==> src/rtl/usb_rx_controller.sv <==
// USB device transaction sequencer: steers received OUT data into the RX FIFO,
// answers IN tokens from the TX FIFO and tracks the host handshake.
module usb_rx_controller #(
    parameter int TIMEOUT_CYCLES = 288
) (
    input  logic       clk,
    input  logic       n_rst,
    input  logic       in_token,
    input  logic       out_token,
    input  logic       byte_ready,
    input  logic [7:0] data_byte,
    input  logic       eop_found,
    input  logic       crc_err,
    input  logic       host_ack,
    input  logic       host_nack,
    input  logic       rx_fifo_full,
    input  logic       tx_data_avail,
    input  logic       tx_done,
    output logic       rx_fifo_wr,
    output logic [7:0] rx_fifo_wdata,
    output logic       rx_commit,
    output logic       rx_rollback,
    output logic       tx_send_ack,
    output logic       tx_send_nak,
    output logic       tx_send_data,
    output logic       tx_pkt_release,
    output logic       tx_pkt_retry,
    output logic       proto_err
);

    localparam int CW = (TIMEOUT_CYCLES > 1) ? $clog2(TIMEOUT_CYCLES) : 1;
    localparam logic [CW-1:0] CNT_LOAD = CW'(TIMEOUT_CYCLES - 1);

    typedef enum logic [2:0] {
        IDLE,
        OUT_TOK,
        OUT_DATA,
        OUT_RESP,
        IN_RESP,
        WAIT_HS
    } state_e;

    state_e        state_q;
    logic [CW-1:0] cnt_q;
    logic          ovf_q;
    logic          dirty_q;
    logic          in_sent_q;
    logic          in_data_q;
    logic          pend_in_q;
    logic          pend_out_q;

    logic          wr_q;
    logic [7:0]    wdata_q;
    logic          commit_q;
    logic          rollback_q;
    logic          send_ack_q;
    logic          send_nak_q;
    logic          send_data_q;
    logic          release_q;
    logic          retry_q;
    logic          perr_q;

    logic          tok_any;
    logic          tok_in;
    logic          tok_out;
    logic          pend_any;
    logic          abort;

    always_comb begin
        tok_any  = in_token | out_token;
        tok_in   = in_token | pend_in_q;
        tok_out  = out_token | pend_out_q;
        pend_any = pend_in_q | pend_out_q;
        abort    = tok_any && (state_q == OUT_TOK ||
                               state_q == IN_RESP ||
                               state_q == WAIT_HS);
    end

    always_ff @(posedge clk or negedge n_rst) begin
        if (!n_rst) begin
            state_q     <= IDLE;
            cnt_q       <= '0;
            ovf_q       <= 1'b0;
            dirty_q     <= 1'b0;
            in_sent_q   <= 1'b0;
            in_data_q   <= 1'b0;
            pend_in_q   <= 1'b0;
            pend_out_q  <= 1'b0;
            wr_q        <= 1'b0;
            wdata_q     <= '0;
            commit_q    <= 1'b0;
            rollback_q  <= 1'b0;
            send_ack_q  <= 1'b0;
            send_nak_q  <= 1'b0;
            send_data_q <= 1'b0;
            release_q   <= 1'b0;
            retry_q     <= 1'b0;
            perr_q      <= 1'b0;
        end else begin
            wr_q        <= 1'b0;
            commit_q    <= 1'b0;
            rollback_q  <= 1'b0;
            send_ack_q  <= 1'b0;
            send_nak_q  <= 1'b0;
            send_data_q <= 1'b0;
            release_q   <= 1'b0;
            retry_q     <= 1'b0;

            // A token mid-transaction is replayed from IDLE on the next cycle
            if (abort) begin
                perr_q     <= 1'b1;
                pend_in_q  <= in_token;
                pend_out_q <= out_token;
                state_q    <= IDLE;
                if (dirty_q) begin
                    rollback_q <= 1'b1;
                    dirty_q    <= 1'b0;
                end
            end else begin
                unique case (state_q)
                    IDLE: begin
                        pend_in_q  <= 1'b0;
                        pend_out_q <= 1'b0;
                        if (tok_in && tok_out) begin
                            perr_q <= 1'b1;
                        end else if (tok_out) begin
                            ovf_q   <= 1'b0;
                            state_q <= OUT_TOK;
                            if (!pend_any) perr_q <= 1'b0;
                        end else if (tok_in) begin
                            in_sent_q <= 1'b0;
                            in_data_q <= 1'b0;
                            state_q   <= IN_RESP;
                            if (!pend_any) perr_q <= 1'b0;
                        end
                    end

                    OUT_TOK: begin
                        if (eop_found) begin
                            if (crc_err) begin
                                perr_q  <= 1'b1;
                                state_q <= IDLE;
                            end else begin
                                state_q <= OUT_DATA;
                            end
                        end
                    end

                    OUT_DATA: begin
                        if (eop_found) begin
                            dirty_q <= 1'b0;
                            if (crc_err) begin
                                rollback_q <= 1'b1;
                                state_q    <= IDLE;
                            end else if (ovf_q) begin
                                rollback_q <= 1'b1;
                                send_nak_q <= 1'b1;
                                state_q    <= OUT_RESP;
                            end else begin
                                commit_q   <= 1'b1;
                                send_ack_q <= 1'b1;
                                state_q    <= OUT_RESP;
                            end
                        end else if (byte_ready) begin
                            // Once a byte is dropped the rest of the packet is dropped too
                            if (rx_fifo_full || ovf_q) begin
                                ovf_q <= 1'b1;
                            end else begin
                                wr_q    <= 1'b1;
                                wdata_q <= data_byte;
                                dirty_q <= 1'b1;
                            end
                        end
                    end

                    OUT_RESP: begin
                        if (tx_done) state_q <= IDLE;
                    end

                    IN_RESP: begin
                        if (!in_sent_q) begin
                            if (eop_found) begin
                                if (crc_err) begin
                                    state_q <= IDLE;
                                end else if (tx_data_avail) begin
                                    send_data_q <= 1'b1;
                                    in_sent_q   <= 1'b1;
                                    in_data_q   <= 1'b1;
                                end else begin
                                    send_nak_q <= 1'b1;
                                    in_sent_q  <= 1'b1;
                                    in_data_q  <= 1'b0;
                                end
                            end
                        end else if (tx_done) begin
                            if (in_data_q) begin
                                cnt_q   <= CNT_LOAD;
                                state_q <= WAIT_HS;
                            end else begin
                                state_q <= IDLE;
                            end
                        end
                    end

                    WAIT_HS: begin
                        if (host_ack) begin
                            release_q <= 1'b1;
                            state_q   <= IDLE;
                        end else if (host_nack) begin
                            retry_q <= 1'b1;
                            state_q <= IDLE;
                        end else if (cnt_q == '0) begin
                            retry_q <= 1'b1;
                            perr_q  <= 1'b1;
                            state_q <= IDLE;
                        end else begin
                            cnt_q <= cnt_q - CW'(1);
                        end
                    end

                    default: state_q <= IDLE;
                endcase
            end
        end
    end

    assign rx_fifo_wr     = wr_q;
    assign rx_fifo_wdata  = wdata_q;
    assign rx_commit      = commit_q;
    assign rx_rollback    = rollback_q;
    assign tx_send_ack    = send_ack_q;
    assign tx_send_nak    = send_nak_q;
    assign tx_send_data   = send_data_q;
    assign tx_pkt_release = release_q;
    assign tx_pkt_retry   = retry_q;
    assign proto_err      = perr_q;

endmodule

==> config.mk <==
export PLATFORM = sky130hd
export DESIGN_NAME = usb_rx_controller
export DESIGN_NICKNAME = d
export VERILOG_FILES = /design/src/rtl/usb_rx_controller.sv
export SDC_FILE = /design/constraint.sdc
export NUM_CORES = 1
export LEC_CHECK = 0
export ABC_AREA = 1
export CAP_MARGIN = 40
export CORE_MARGIN = 1
export CORE_UTILIZATION = 35
export CTS_CLUSTER_SIZE = 14
export DETAILED_ROUTE_END_ITERATION = 10
export GPL_ROUTABILITY_DRIVEN = 0
export GPL_TIMING_DRIVEN = 0
export PLACE_DENSITY = 0.64
export SLEW_MARGIN = 25
export SYNTH_ARGS = -nofsm -noshare
export SYNTH_HDL_FRONTEND = slang
export SYNTH_SLANG_ARGS = --single-unit
==> constraint.sdc <==
create_clock -name clk -period 4.33 [get_ports clk]
set_input_delay 0.6495 -clock clk [delete_from_list [all_inputs] [get_ports clk]]
set_output_delay 0.6495 -clock clk [all_outputs]
set_load 0.005 [all_outputs]
==> impl_metrics.tcl <==
set metrics [dict create \
    cts_hold_buffers 0 \
    r2r_slack_ns 2.51 \
    netlist_area_sq_um 2000 \
    synth-edff-count 0 \
    dpl_worst_slack_ns 2.06 \
    post-cts-setup-buffers 0 \
    required_ns 4.50 \
    grt_util_met2 0.262 \
    critPathLaunchType "input port" \
    finalHoldViolCount 0 \
    antenna_found_initial 0 \
    cts-htree-levels 2 \
    fin_setup_tns_ns 0 \
    grt_use_total 0.165 \
    root_buffer "clkbuf_8" \
    final_cell_mix "52 x nand2_1, 34 x dfrtp_1, 34 x clkdlybuf4s50_1" \
    period_needed_ns 1.97 \
    grt_util_met1 0.224 \
    n_fill_cell 537 \
    met3_usage 0.0294 \
    max_freq_ghz 0.509 \
    routed_wl_mm 4.46 \
    synthArstFlopShare 1.00 \
    fin_nets 311 \
    tightest_slew_ns 0.474 \
    rsz0062_at_grt "no" \
    outcome "finished clean" \
    ant_nets 0 \
    cp_max_fo 10 \
    grt_max_degree 22 \
    r2r_start "cnt_q[0]" \
    synthCells 247 \
    power.density_nw_per_um2 578 \
    num_vias 1712 \
    cts_buffer_depth 2 \
    fin_crit_sh 0.454 \
    cts.sinks 34 \
    ir_worst_vdd_mv 0.208 \
    grt_pass1_wl_mm 7.76 \
    ys_warn_count 0 \
    skew_ns 0.00626 \
    synth_nets 268 \
    syn_avg_cell_area_sq_um 8.09 \
    grt-ovfl-total 0 \
    arrival_ns 2.14 \
    worstSetupPathType "input port to register" \
    initial_core_util 0.363 \
    top_usage_layer "met2" \
    cts_resized 0 \
    synth_ff_type "dfrtp_1" \
    min_path_type "input port to async pin" \
    drt-pass1-iter-count 5 \
    p_total_mw 1.49 \
    rows 27 \
    grt_pass1_vias 1603 \
    slew_headroom 0.682 \
    timing.final.ws_setup_ns 2.36 \
    r2r-end "state_q[1]" \
    insertion_delay_ns 0.28 \
    dpl.hpwl_mm 3.33 \
    route.detailed.drc 0 \
    maxCapViolCount 0 \
    endpoint "cnt_q[4]" \
    vias_per_cell 4.73 \
    dieArea_sq_um 6020 \
    cts_inserted_buffers 5 \
    io_buffers 35 \
    drive_above_1_share 0.172 \
    crit_start "out_token" \
    die_h_um 77.6 \
    layout_commonest_cell "nand2_1" \
    finalMaxSlewViolations 0 \
    p_leak_nw 1.24 \
    path_clk_slew_ns 0.07 \
    core_sq_um 5510 \
    regArea_sq_um 851 \
    io_pins 37 \
    synth_cell_types 34 \
    worstRegToRegCells 11 \
    wire_per_inst_um 12.3 \
    antennaDiodeCount 0 \
    multi_input_area_sq_um 963 \
    cts_tree "yes" \
    ys_seq_elements 34 \
    die_x_um 77.6 \
    area_growth_pct 28.8 \
    drtIter0Drc 98 \
    setup_violations 0 \
    ys_seq_area_frac 0.426 \
    endpoint_kind "register" \
]
==> Yosys cell counts (2+ instances only) <==
master	instances	area share
nand2_1	52	0.098
dfrtp_1	34	0.43
inv_1	28	0.053
nor2_1	27	0.051
o21ai_0	17	0.043
nand3_1	13	0.033
nand4_1	9	0.028
a21oi_1	7	0.018
o21ai_2	7	0.031
xor2_1	6	0.026
inv_2	5	0.0094
nor2_4	5	0.028
buf_4	4	0.015
nor3_1	4	0.010
nand2_2	3	0.0094
nand3_2	3	0.015
or2_2	3	0.0094
a21oi_2	2	0.0088
nand2_4	2	0.011
o21ai_1	2	0.0050
==> where the power goes <==
group | switching [mW] | internal [mW] | total [mW]
sequential | 0.0738 | 0.420 | 0.494
combinational | 0.398 | 0.293 | 0.691
clock | 0.118 | 0.184 | 0.302
total | 0.589 | 0.898 | 1.49
==> worst max-delay path, stage by stage <==
cell,delay [ns]
clkdlybuf4s50_1,0.46
nor2_1,0.23
inv_1,0.10
nand2_4,0.10
nand3_2,0.09
nor2_4,0.13
nand2_4,0.10
buf_8,0.16
nand2_1,0.07
o21ai_2,0.05
==> worst min-delay path by stage <==
stage	startpoint	to	slack, ns	cells after the start
floorplan	n_rst	cnt_q[0]	0.35	0
finish	n_rst	cnt_q[7]	0.27	1
CTS	n_rst	cnt_q[7]	0.28	1
global placement	cnt_q[8]	cnt_q[8]	0.46	2
detailed placement	cnt_q[8]	cnt_q[8]	0.48	2
global route	n_rst	cnt_q[4]	0.29	1
==> kinds of logic after synthesis <==
kind of cell	share of synthesized area
AO/OA/AOI/OAI	0.130
XOR/XNOR	0.0263
adder cells (fa/ha/maj)	0.00626
buffers and inverters	0.0926
flip-flops	0.426
AND/OR/NAND/NOR	0.319
==> metrics by stage <==
step,util,std cells,cell area (sq um),hold slack [ns]
after detailed placement,0.447,355,2460,0.476
after global routing,0.468,362,2570,0.290
after global placement,0.443,354,2440,0.456
after floorplan,-,247,2000,0.354
final,0.468,362,2570,0.274
after CTS,0.468,362,2570,0.284
==> routing by layer <==
layer  vias to the layer above  share of wire
met3                         4          0.026
met4                         0          0.011
li1                        886              -
met1                       800           0.48
met5                         -              0
met2                        22           0.48
==> state kept, by name (all words and copies together), names as in the netlist <==
name            flops
pend_in_q           1
ovf_q               1
rx_fifo_wdata       8
tx_send_ack         1
in_sent_q           1
tx_send_nak         1
rx_rollback         1
proto_err           1
state_q             3
tx_send_data        1
cnt_q               9
dirty_q             1
tx_pkt_retry        1
tx_pkt_release      1
rx_fifo_wr          1
pend_out_q          1
in_data_q           1
==> cell type report <==
type	count	share of cell area
flip-flops and latches	34	0.330
well taps	72	0.0350
inverters	33	0.0481
multi-input cells	173	0.374
clock buffers	6	0.0321
repair buffers	36	0.145
clock inverters	1	0.0117
plain buffers	7	0.0238
Note: power is estimated with default switching activity, not from simulation.
